## src/rtl/pll_lock_monitor.sv

```systemverilog
// Measured PLL lock detector: counts reference-clock edges over a fixed window of
// clk cycles and declares lock after a run of in-tolerance windows.
//
// state    | meaning
// ---------+-----------------------------------------------------------------
// S_IDLE   | measurement disabled, counters cleared, locked low
// S_ACQUIRE| measuring, collecting consecutive good windows
// S_LOCKED | lock declared; any bad window drops back to S_ACQUIRE
module pll_lock_monitor #(
   parameter int WINDOW       = 1200,
   parameter int EXPECTED     = 120,
   parameter int TOLERANCE    = 2,
   parameter int GOOD_WINDOWS = 4,
   parameter int CNT_W        = 16
) (
   input  logic             clk,
   input  logic             rst_n,
   input  logic             ref_clk_in,
   input  logic             enable,
   output logic             locked,
   output logic [CNT_W-1:0] freq_count,
   output logic             count_valid,
   output logic             lost_lock
);

   localparam int WIN_W  = (WINDOW > 2) ? $clog2(WINDOW) : 1;
   localparam int GOOD_W = $clog2(GOOD_WINDOWS + 1);

   typedef enum logic [1:0] {
      S_IDLE    = 2'd0,
      S_ACQUIRE = 2'd1,
      S_LOCKED  = 2'd2
   } state_t;

   state_t            state;
   logic              ref_sync1;
   logic              ref_sync2;
   logic              ref_hist;
   logic [1:0]        prime_cnt;
   logic [WIN_W-1:0]  win_cnt;
   logic [CNT_W-1:0]  edge_cnt;
   logic [GOOD_W-1:0] good_cnt;

   logic              edge_det;
   logic              win_last;
   logic [CNT_W-1:0]  edge_sum;
   logic [CNT_W:0]    sum_ext;
   logic [CNT_W:0]    abs_diff;
   logic              window_good;

   // Edges seen while the synchronizer is still filling after reset are not trusted.
   assign edge_det = ref_sync2 & ~ref_hist & (prime_cnt == 2'd3);
   assign win_last = (win_cnt == WIN_W'(WINDOW - 1));

   always_comb begin
      edge_sum = edge_cnt;
      if (edge_cnt != {CNT_W{1'b1}}) begin
         edge_sum = edge_cnt + {{(CNT_W-1){1'b0}}, edge_det};
      end
   end

   assign sum_ext = {1'b0, edge_sum};

   always_comb begin
      abs_diff = '0;
      if (sum_ext >= (CNT_W+1)'(EXPECTED)) begin
         abs_diff = sum_ext - (CNT_W+1)'(EXPECTED);
      end else begin
         abs_diff = (CNT_W+1)'(EXPECTED) - sum_ext;
      end
   end

   assign window_good = (abs_diff <= (CNT_W+1)'(TOLERANCE));

   always_ff @(posedge clk) begin
      if (!rst_n) begin
         ref_sync1 <= 1'b0;
         ref_sync2 <= 1'b0;
         ref_hist  <= 1'b0;
         prime_cnt <= 2'd0;
      end else begin
         ref_sync1 <= ref_clk_in;
         ref_sync2 <= ref_sync1;
         ref_hist  <= ref_sync2;
         if (prime_cnt != 2'd3) begin
            prime_cnt <= prime_cnt + 2'd1;
         end
      end
   end

   always_ff @(posedge clk) begin
      if (!rst_n) begin
         state       <= S_IDLE;
         win_cnt     <= '0;
         edge_cnt    <= '0;
         good_cnt    <= '0;
         locked      <= 1'b0;
         freq_count  <= '0;
         count_valid <= 1'b0;
         lost_lock   <= 1'b0;
      end else begin
         count_valid <= 1'b0;
         lost_lock   <= 1'b0;
         if (!enable) begin
            // Dropping enable discards the partial window without reporting it.
            state    <= S_IDLE;
            locked   <= 1'b0;
            win_cnt  <= '0;
            edge_cnt <= '0;
            good_cnt <= '0;
         end else begin
            case (state)
               S_IDLE: begin
                  state    <= S_ACQUIRE;
                  win_cnt  <= '0;
                  edge_cnt <= '0;
                  good_cnt <= '0;
               end
               S_ACQUIRE, S_LOCKED: begin
                  if (win_last) begin
                     win_cnt     <= '0;
                     edge_cnt    <= '0;
                     freq_count  <= edge_sum;
                     count_valid <= 1'b1;
                     if (window_good) begin
                        if (state == S_ACQUIRE) begin
                           good_cnt <= good_cnt + GOOD_W'(1);
                           if (good_cnt == GOOD_W'(GOOD_WINDOWS - 1)) begin
                              state  <= S_LOCKED;
                              locked <= 1'b1;
                           end
                        end
                     end else begin
                        good_cnt <= '0;
                        if (state == S_LOCKED) begin
                           state     <= S_ACQUIRE;
                           locked    <= 1'b0;
                           lost_lock <= 1'b1;
                        end
                     end
                  end else begin
                     win_cnt  <= win_cnt + WIN_W'(1);
                     edge_cnt <= edge_sum;
                  end
               end
               default: begin
                  state <= S_IDLE;
               end
            endcase
         end
      end
   end

endmodule

```

## config.mk

```make
export PLATFORM = sky130hd
export DESIGN_NAME = pll_lock_monitor
export DESIGN_NICKNAME = d
export VERILOG_FILES = /design/src/rtl/pll_lock_monitor.sv
export SDC_FILE = /design/constraint.sdc
export NUM_CORES = 1
export LEC_CHECK = 0
export CAP_MARGIN = 30
export CORE_MARGIN = 2
export CORE_UTILIZATION = 50
export CTS_BUF_LIST = sky130_fd_sc_hd__clkbuf_8 sky130_fd_sc_hd__clkbuf_16
export DETAILED_ROUTE_END_ITERATION = 12
export GPL_ROUTABILITY_DRIVEN = 0
export PLACE_DENSITY = 0.78
export SLEW_MARGIN = 15
export SYNTH_ARGS = -nofsm -noshare
export SYNTH_HDL_FRONTEND = slang
export SYNTH_SLANG_ARGS = --single-unit
```

## constraint.sdc

```tcl
create_clock -name clk -period 5.2 [get_ports clk]
set_input_delay 1.04 -clock clk [delete_from_list [all_inputs] [get_ports clk]]
set_output_delay 1.04 -clock clk [all_outputs]
set_load 0.05 [all_outputs]
```

* Yosys cells after proc, flatten, opt, wreduce, memory -nomap -nowiden
Cells that the tools add are included. Widths: inputs -> output; s select.
Word-level totals: register bits 56, input bits 4, output and inout bits 19, logic and storage cells 73
Cells by class: $add $sub $neg 6, $lt $le $gt $ge 2, eq/ne operators 13, multiplexer cells 22, bitwise gates (word level) 7, reduce and logical (&&, ||, !) cells 11
Operators by type and width (count):
- $mux 16 | 2
- $pmux 16 s2 | 1
- $pmux 11 s2 | 1
- $le 17x2->1 const B | 1
- $mux 17 | 1
- $sub 16x7->17 const B | 1
- $sub 7x16->17 const A | 1
- $add 16x1->16 | 1
- $ge 16x7->1 const B | 1
- $ne 16x16->1 const B | 1
- $add 11x1->11 const B | 1
- $eq 11x11->1 const B | 1
- $mux 11 | 1
- $mux 2 | 5
- $mux 3 | 3
- $ne 3x3->1 const B | 3
- $reduce_and 3->1 | 3
- $mux 1 | 6
- $pmux 3 s2 | 1
- $not 1->1 | 5
- $reduce_and 5->1 | 1
- $reduce_or 5->1 | 1
- $eq 2x2->1 const B | 2
- $ne 2x1->1 const B | 2
- 12 further kinds | 15

* Longest topological paths before layout
depth after elaboration 11, gate-level depth with buffers 17, gate-level depth less buffers 17

* Worst setup path before layout
OpenSTA, ideal clock, no wires.
path type reg-to-reg, start point reg prime_cnt[0], end point reg state[1], library setup time 0.086 ns, data arrival time 4.056 ns, data required time 5.114 ns, setup slack 1.059 ns, cell stages (with the launch flop) 17, path buffers 0, period minus slack after synthesis 4.141 ns, cells stage by stage dfxtp_1 > ha_1 > and3b_1 > ha_1 > nand3_2 > nor2_1 > xnor2_1 > inv_1 > ha_1 > a31oi_4 > nand4b_4 > or4_4 > o41ai_2 > nand4_1 > or3_4 > or2_0 > a211oi_1
On the way: cells in the longest elaborated chain, start to end 10, elaborated cells on any way between the ends 16, classes of those cells 3 x add/sub; 2 x order compare; 4 x eq/ne; 5 x mux; 1 x bitwise; 1 x reduce/logical
Ends and longest elaborated chain:
- from (decl) | line 39 | logic [1:0] prime_cnt;
- from (signal assigned) | line 86 | prime_cnt <= prime_cnt + 2'd1;
- $eq 2x2->1 * | line 52 | assign edge_det = ref_sync2 & ~ref_hist & (prime_cnt == 2'd3);
- $and 1x1->1 * | line 52
- $add 16x1->16 * | line 58 | edge_sum = edge_cnt + {{(CNT_W-1){1'b0}}, edge_det};
- $mux 16 * | line 57 | if (edge_cnt != {CNT_W{1'b1}}) begin
- net edge_sum[3] | line 46 | logic [CNT_W-1:0] edge_sum;
- $sub 7x16->17 (tied with other cells) | line 69 | abs_diff = (CNT_W+1)'(EXPECTED) - sum_ext;
- $mux 17 * | line 66 | if (sum_ext >= (CNT_W+1)'(EXPECTED)) begin
- $le 17x2->1 * | line 73 | assign window_good = (abs_diff <= (CNT_W+1)'(TOLERANCE));
- $mux 2 | line 125 | if (window_good) begin
- $mux 2 | line 120 | if (win_last) begin
- $pmux 2 s2 | line 112 | case (state)
- to (signal assigned) | line 114 | state <= S_ACQUIRE;
- to (signal assigned) | line 129 | state <= S_LOCKED;
- to (signal assigned) | line 136 | state <= S_ACQUIRE;
- to (decl) | line 35 | state_t state;
Mark *: on every way through the listed nets, which the timed path passes. The rest lies on a longest branch. The select of a mux whose other input is x is not followed. A chain may end at the register's enable or synchronous reset.

* Worst setup path in the final report
start point reg edge_cnt[1], end point reg state[1]
On the way: cells in the longest elaborated chain, start to end 8, elaborated cells on any way between the ends 15, classes of those cells 3 x add/sub; 2 x order compare; 4 x eq/ne; 5 x mux; 1 x reduce/logical
Ends and longest elaborated chain:
- from (decl) | line 41 | logic [CNT_W-1:0] edge_cnt;
- from (signal assigned) | line 143 | edge_cnt <= edge_sum;
- $add 16x1->16 or $ne 16x16->1 (tied branches) | line 58, 57
- $mux 16 * | line 57
- net edge_sum[3] | line 46
- $sub 7x16->17 (tied with other cells) | line 69
- $mux 17 * | line 66
- $le 17x2->1 * | line 73
- $mux 2 | line 125
- $mux 2 | line 120
- $pmux 2 s2 | line 112
Marked as above.

==> results by group <==
Setup path
  – Reg2Reg Depth: 14
  – Critical path startpoint category: flop
  – R2r setup slk: between 300 and 400 ps
  – Crit path launch: edge_cnt[1]$_SDFFE_PN0N_
  – Crit-path slowest cell: dfxtp_1
  – Crit path DAT: slightly above 5000 ps
  – FF-to-FF Start: edge_cnt[1]$_SDFFE_PN0N_
  – Crit Path Category: reg2reg
  – Crit path max fanout: 13
  – CP Cell Sequence: and4_1 > and4_1 > nor2_1 > xnor2_1 > inv_1 > ha_1 > a31oi_4 > nand4b_4 > or4_4 > o41ai_2 > nand4_1 > or3_4 > or2_0 > a211oi_1
  – Critical path data required time: approximately 5400 ps
  – Reg-to-reg endpoint: state[1]$_SDFFE_PN0P_
  – CP Capture Type: flop
  – Max stage delay on crit path: approximately 570 ps
  – Most common cell on crit path: and4_1

Clock network
  – Post_cts resized: 0
  – Skew-Pair Late Insertion Delay: around 320 ps
  – Cts hold-fix bufs: 0
  – CTS tree: yes
  – Root buffer cell: clkbuf_8
  – Maximum buffer depth of the clock tree: 2
  – TritonCTS buffer count: 5
  – Htree depth: 2
  – Number of setup buffers added after CTS: 0
  – CTS sink count: 56
  – Clk slew on worst S/H paths: about 100 ps

Drt
  – DRT Wirelength: a little under 9000 µm
  – Vias: around 3400
  – WL per Instance: 15.5 µm
  – Router iterations before antenna repair: 5
  – Vias per cell: just over 6
  – Drt drc: 0
  – ANT nets after route: 0
  – DR iter-0 viols: around 240

Place
  – Placed Cells: about 560
  – Post-Place Worst Slack: between 400 and 500 ps
  – Hpwl dp: approximately 6500 µm
  – Port Buf Inserts: 22

Yosys
  – Adder-cell area share of the yosys netlist: 0.0477
  – Synth Cell Area: between 3000 and 4000 µm²
  – Yosys top cell area share: 0.306
  – Mux share of post-synthesis cell area: 0.0310
  – XOR/XNOR Fraction of Synth Area: 0.0525
  – Post-synthesis compound-gate area fraction: 0.195
  – Gate Count Post-Synth: 456
  – Synth Register Bits: 56
  – Top_reg_cell synth: dfxtp_1
  – Net Count, Synth: roughly 470
  – Post-Synth Simple-Gate Area: 0.320
  – Yosys warnings: 0
  – Main combinational cell family by area after synthesis: simple AND/OR/NAND/NOR gates
  – Most area-consuming cells after synthesis: dfxtp_1 31%, nor2_1 5.2%, ha_1 4.8%
  – Number of flops mapped to enable cells by yosys: 0
  – Top cell type by total area after synthesis: dfxtp_1
  – Async set or reset register ratio after synthesis: 0
  – Mean Syn Cell Area: 8.04 µm²
  – Distinct cells, synth: 70
  – Post-synthesis sequential area ratio: 0.306

Layout
  – Sequential cell area: approximately 1100 µm²
  – Area Growth Syn to Fin: 9.45%
  – Fillers: 653
  – Layout cell share with drive strength beyond 1: 0.0710
  – Fin cells: 564
  – Final #Nets: slightly below 500
  – N_diodes: 0
  – Area used by multi-input combinational logic: around 2400 µm²

Floorplanning
  – Initial Utilization: 0.511
  – Chip width: between 80 and 90 µm
  – Die Area: roughly 8000 µm²
  – Die Y: about 90 µm
  – Total I/O pin count: 23
  – CORE AREA: between 7000 and 8000 µm²
  – Rows: 31

Timing
  – Setup tns final: 0 ps
  – Fmax: about 210 MHz
  – Hold Fails Final Rpt: 0
  – Clock Skews: ~14 ps
  – Max-slew headroom: 0.421
  – Final Cycle Share: 0.933
  – Slew Viols, Final: 0
  – RSZ-0062 raised after global routing: false
  – Worst slew pin tran: slightly below 900 ps
  – Fin worst setup slack: about 350 ps
  – Final-report setup violation count: 0
  – Tmin final: 4850 ps

Min path
  – Hold path cells: 1
  – Hold worst-path end: ref_sync2$_SDFF_PN0_
  – Worst Hold Class: reg2reg
  – Hold_sp: ref_sync1$_SDFF_PN0_

GRT
  – Grt total ovfl: 0
  – Initial antenna violation count: 0
  – Pin count of the biggest net entering global routing: 24
  – Vias in the first global route: 2998
  – First-pass GRT wire length: around 14000 µm
  – Tot GR Track Use: 0.220

Pwr
  – Cell Pwr Density: approximately 180 nW/µm²
  – Pwr Total: a little over 0.7 mW
  – Worst vdd ir: 0.000200 V
  – Lkg Pwr: between 1 and 1.5 nW

Flow run
  – Maxcap violations: 0

Status
  – Status: finished clean
==> critical path, delay by kind of cell (launching register included) <==
family,cells,cell delay (ps)
xor gates and xnor gates,1,410
AOI/OAI and AO/OA,3,710
and+or+nand+nor,8,2610
adders and majority gates,1,320
buffers and inverters,1,180
DFF,1,570
==> per-layer routing <==
layer  up-vias  GRT usage  share of wire
met5         -          0              0
met4         0     0.0611          0.016
met3        15     0.0375          0.055
met2       130      0.363           0.48
met1      1598      0.296           0.45
li1       1696          -              -
==> registers in the layout (all words and copies together) (netlist names) <==
register     count
freq_count      16
locked           1
lost_lock        1
edge_cnt        16
ref_sync2        1
prime_cnt        2
count_valid      1
ref_hist         1
state            2
ref_sync1        1
win_cnt         11
good_cnt         3
==> layout by cell type (no fill, tap or decap), types with 6 or more instances in the layout <==
master and n:
a211oi_1 8, xor2_1 13, dfxtp_1 56, inv_1 12
clkdlybuf4s50_1 22, xnor2_1 9, and3_1 14, a21oi_1 24
nand4_1 11, and2_1 6, and4_1 8, o211ai_1 6
nand2_1 37, mux2i_1 8, nand3_1 32, o21ai_0 16
nor2_1 51, a22oi_1 10, ha_1 14, nor3_1 8
a31oi_1 6
==> report_power, final <==
part	total (mW)	internal (mW)	switching, mW
Sequential	0.437	0.434	0.00308
Combinational	0.0327	0.0124	0.0203
Clock	0.244	0.0944	0.149
==> worst max-delay path by stage <==
stage / endpoint
global placement: state[1]$_SDFFE_PN0P_
finish: state[1]$_SDFFE_PN0P_
global route: state[1]$_SDFFE_PN0P_
detailed placement: state[1]$_SDFFE_PN0P_
CTS: state[1]$_SDFFE_PN0P_
floorplan: state[1]$_SDFFE_PN0P_
==> area by class of cell <==
class / count / share of cell area
clock buffer: 5 / 0.0171
clock inverter: 3 / 0.00499
inverter: 12 / 0.0112
multi-input combinational: 362 / 0.592
sequential: 56 / 0.279
tap: 99 / 0.0309
timing repair buffer: 27 / 0.0642
==> synthesized netlist by cell type (9+ instances only) <==
| library cell | count |
|---|---|
| nor2_1 | 51 |
| a21oi_1 | 24 |
| ha_1 | 14 |
| xnor2_1 | 9 |
| and3_1 | 14 |
| nand3_1 | 32 |
| o21ai_0 | 16 |
| dfxtp_1 | 56 |
| xor2_1 | 13 |
| nand2_1 | 37 |
| nand4_1 | 11 |
| nor3_1 | 9 |
| a22oi_1 | 10 |
| inv_1 | 11 |
| clkbuf_1 | 14 |
==> cells by family after synthesis <==
| kind of cell | Yosys count |
|---|---|
| DFF | 56 |
| buffers and inverters | 38 |
| and+or+nand+nor | 211 |
| adders and majority gates | 14 |
| muxes | 11 |
| xor gates and xnor gates | 22 |
| AOI/OAI and AO/OA | 104 |
==> per-stage QoR <==
| step | cell area [µm²] | hold slack [ps] | util |
|---|---|---|---|
| floorplan | 3670 | 412 | - |
| global placement | 3930 | 423 | 0.547 |
| detailed placement | 3930 | 423 | 0.547 |
| CTS | 4020 | 450 | 0.560 |
| global route | 4020 | 474 | 0.560 |
| finish | 4020 | 450 | 0.560 |
Note: power is estimated with default switching activity, not from simulation.
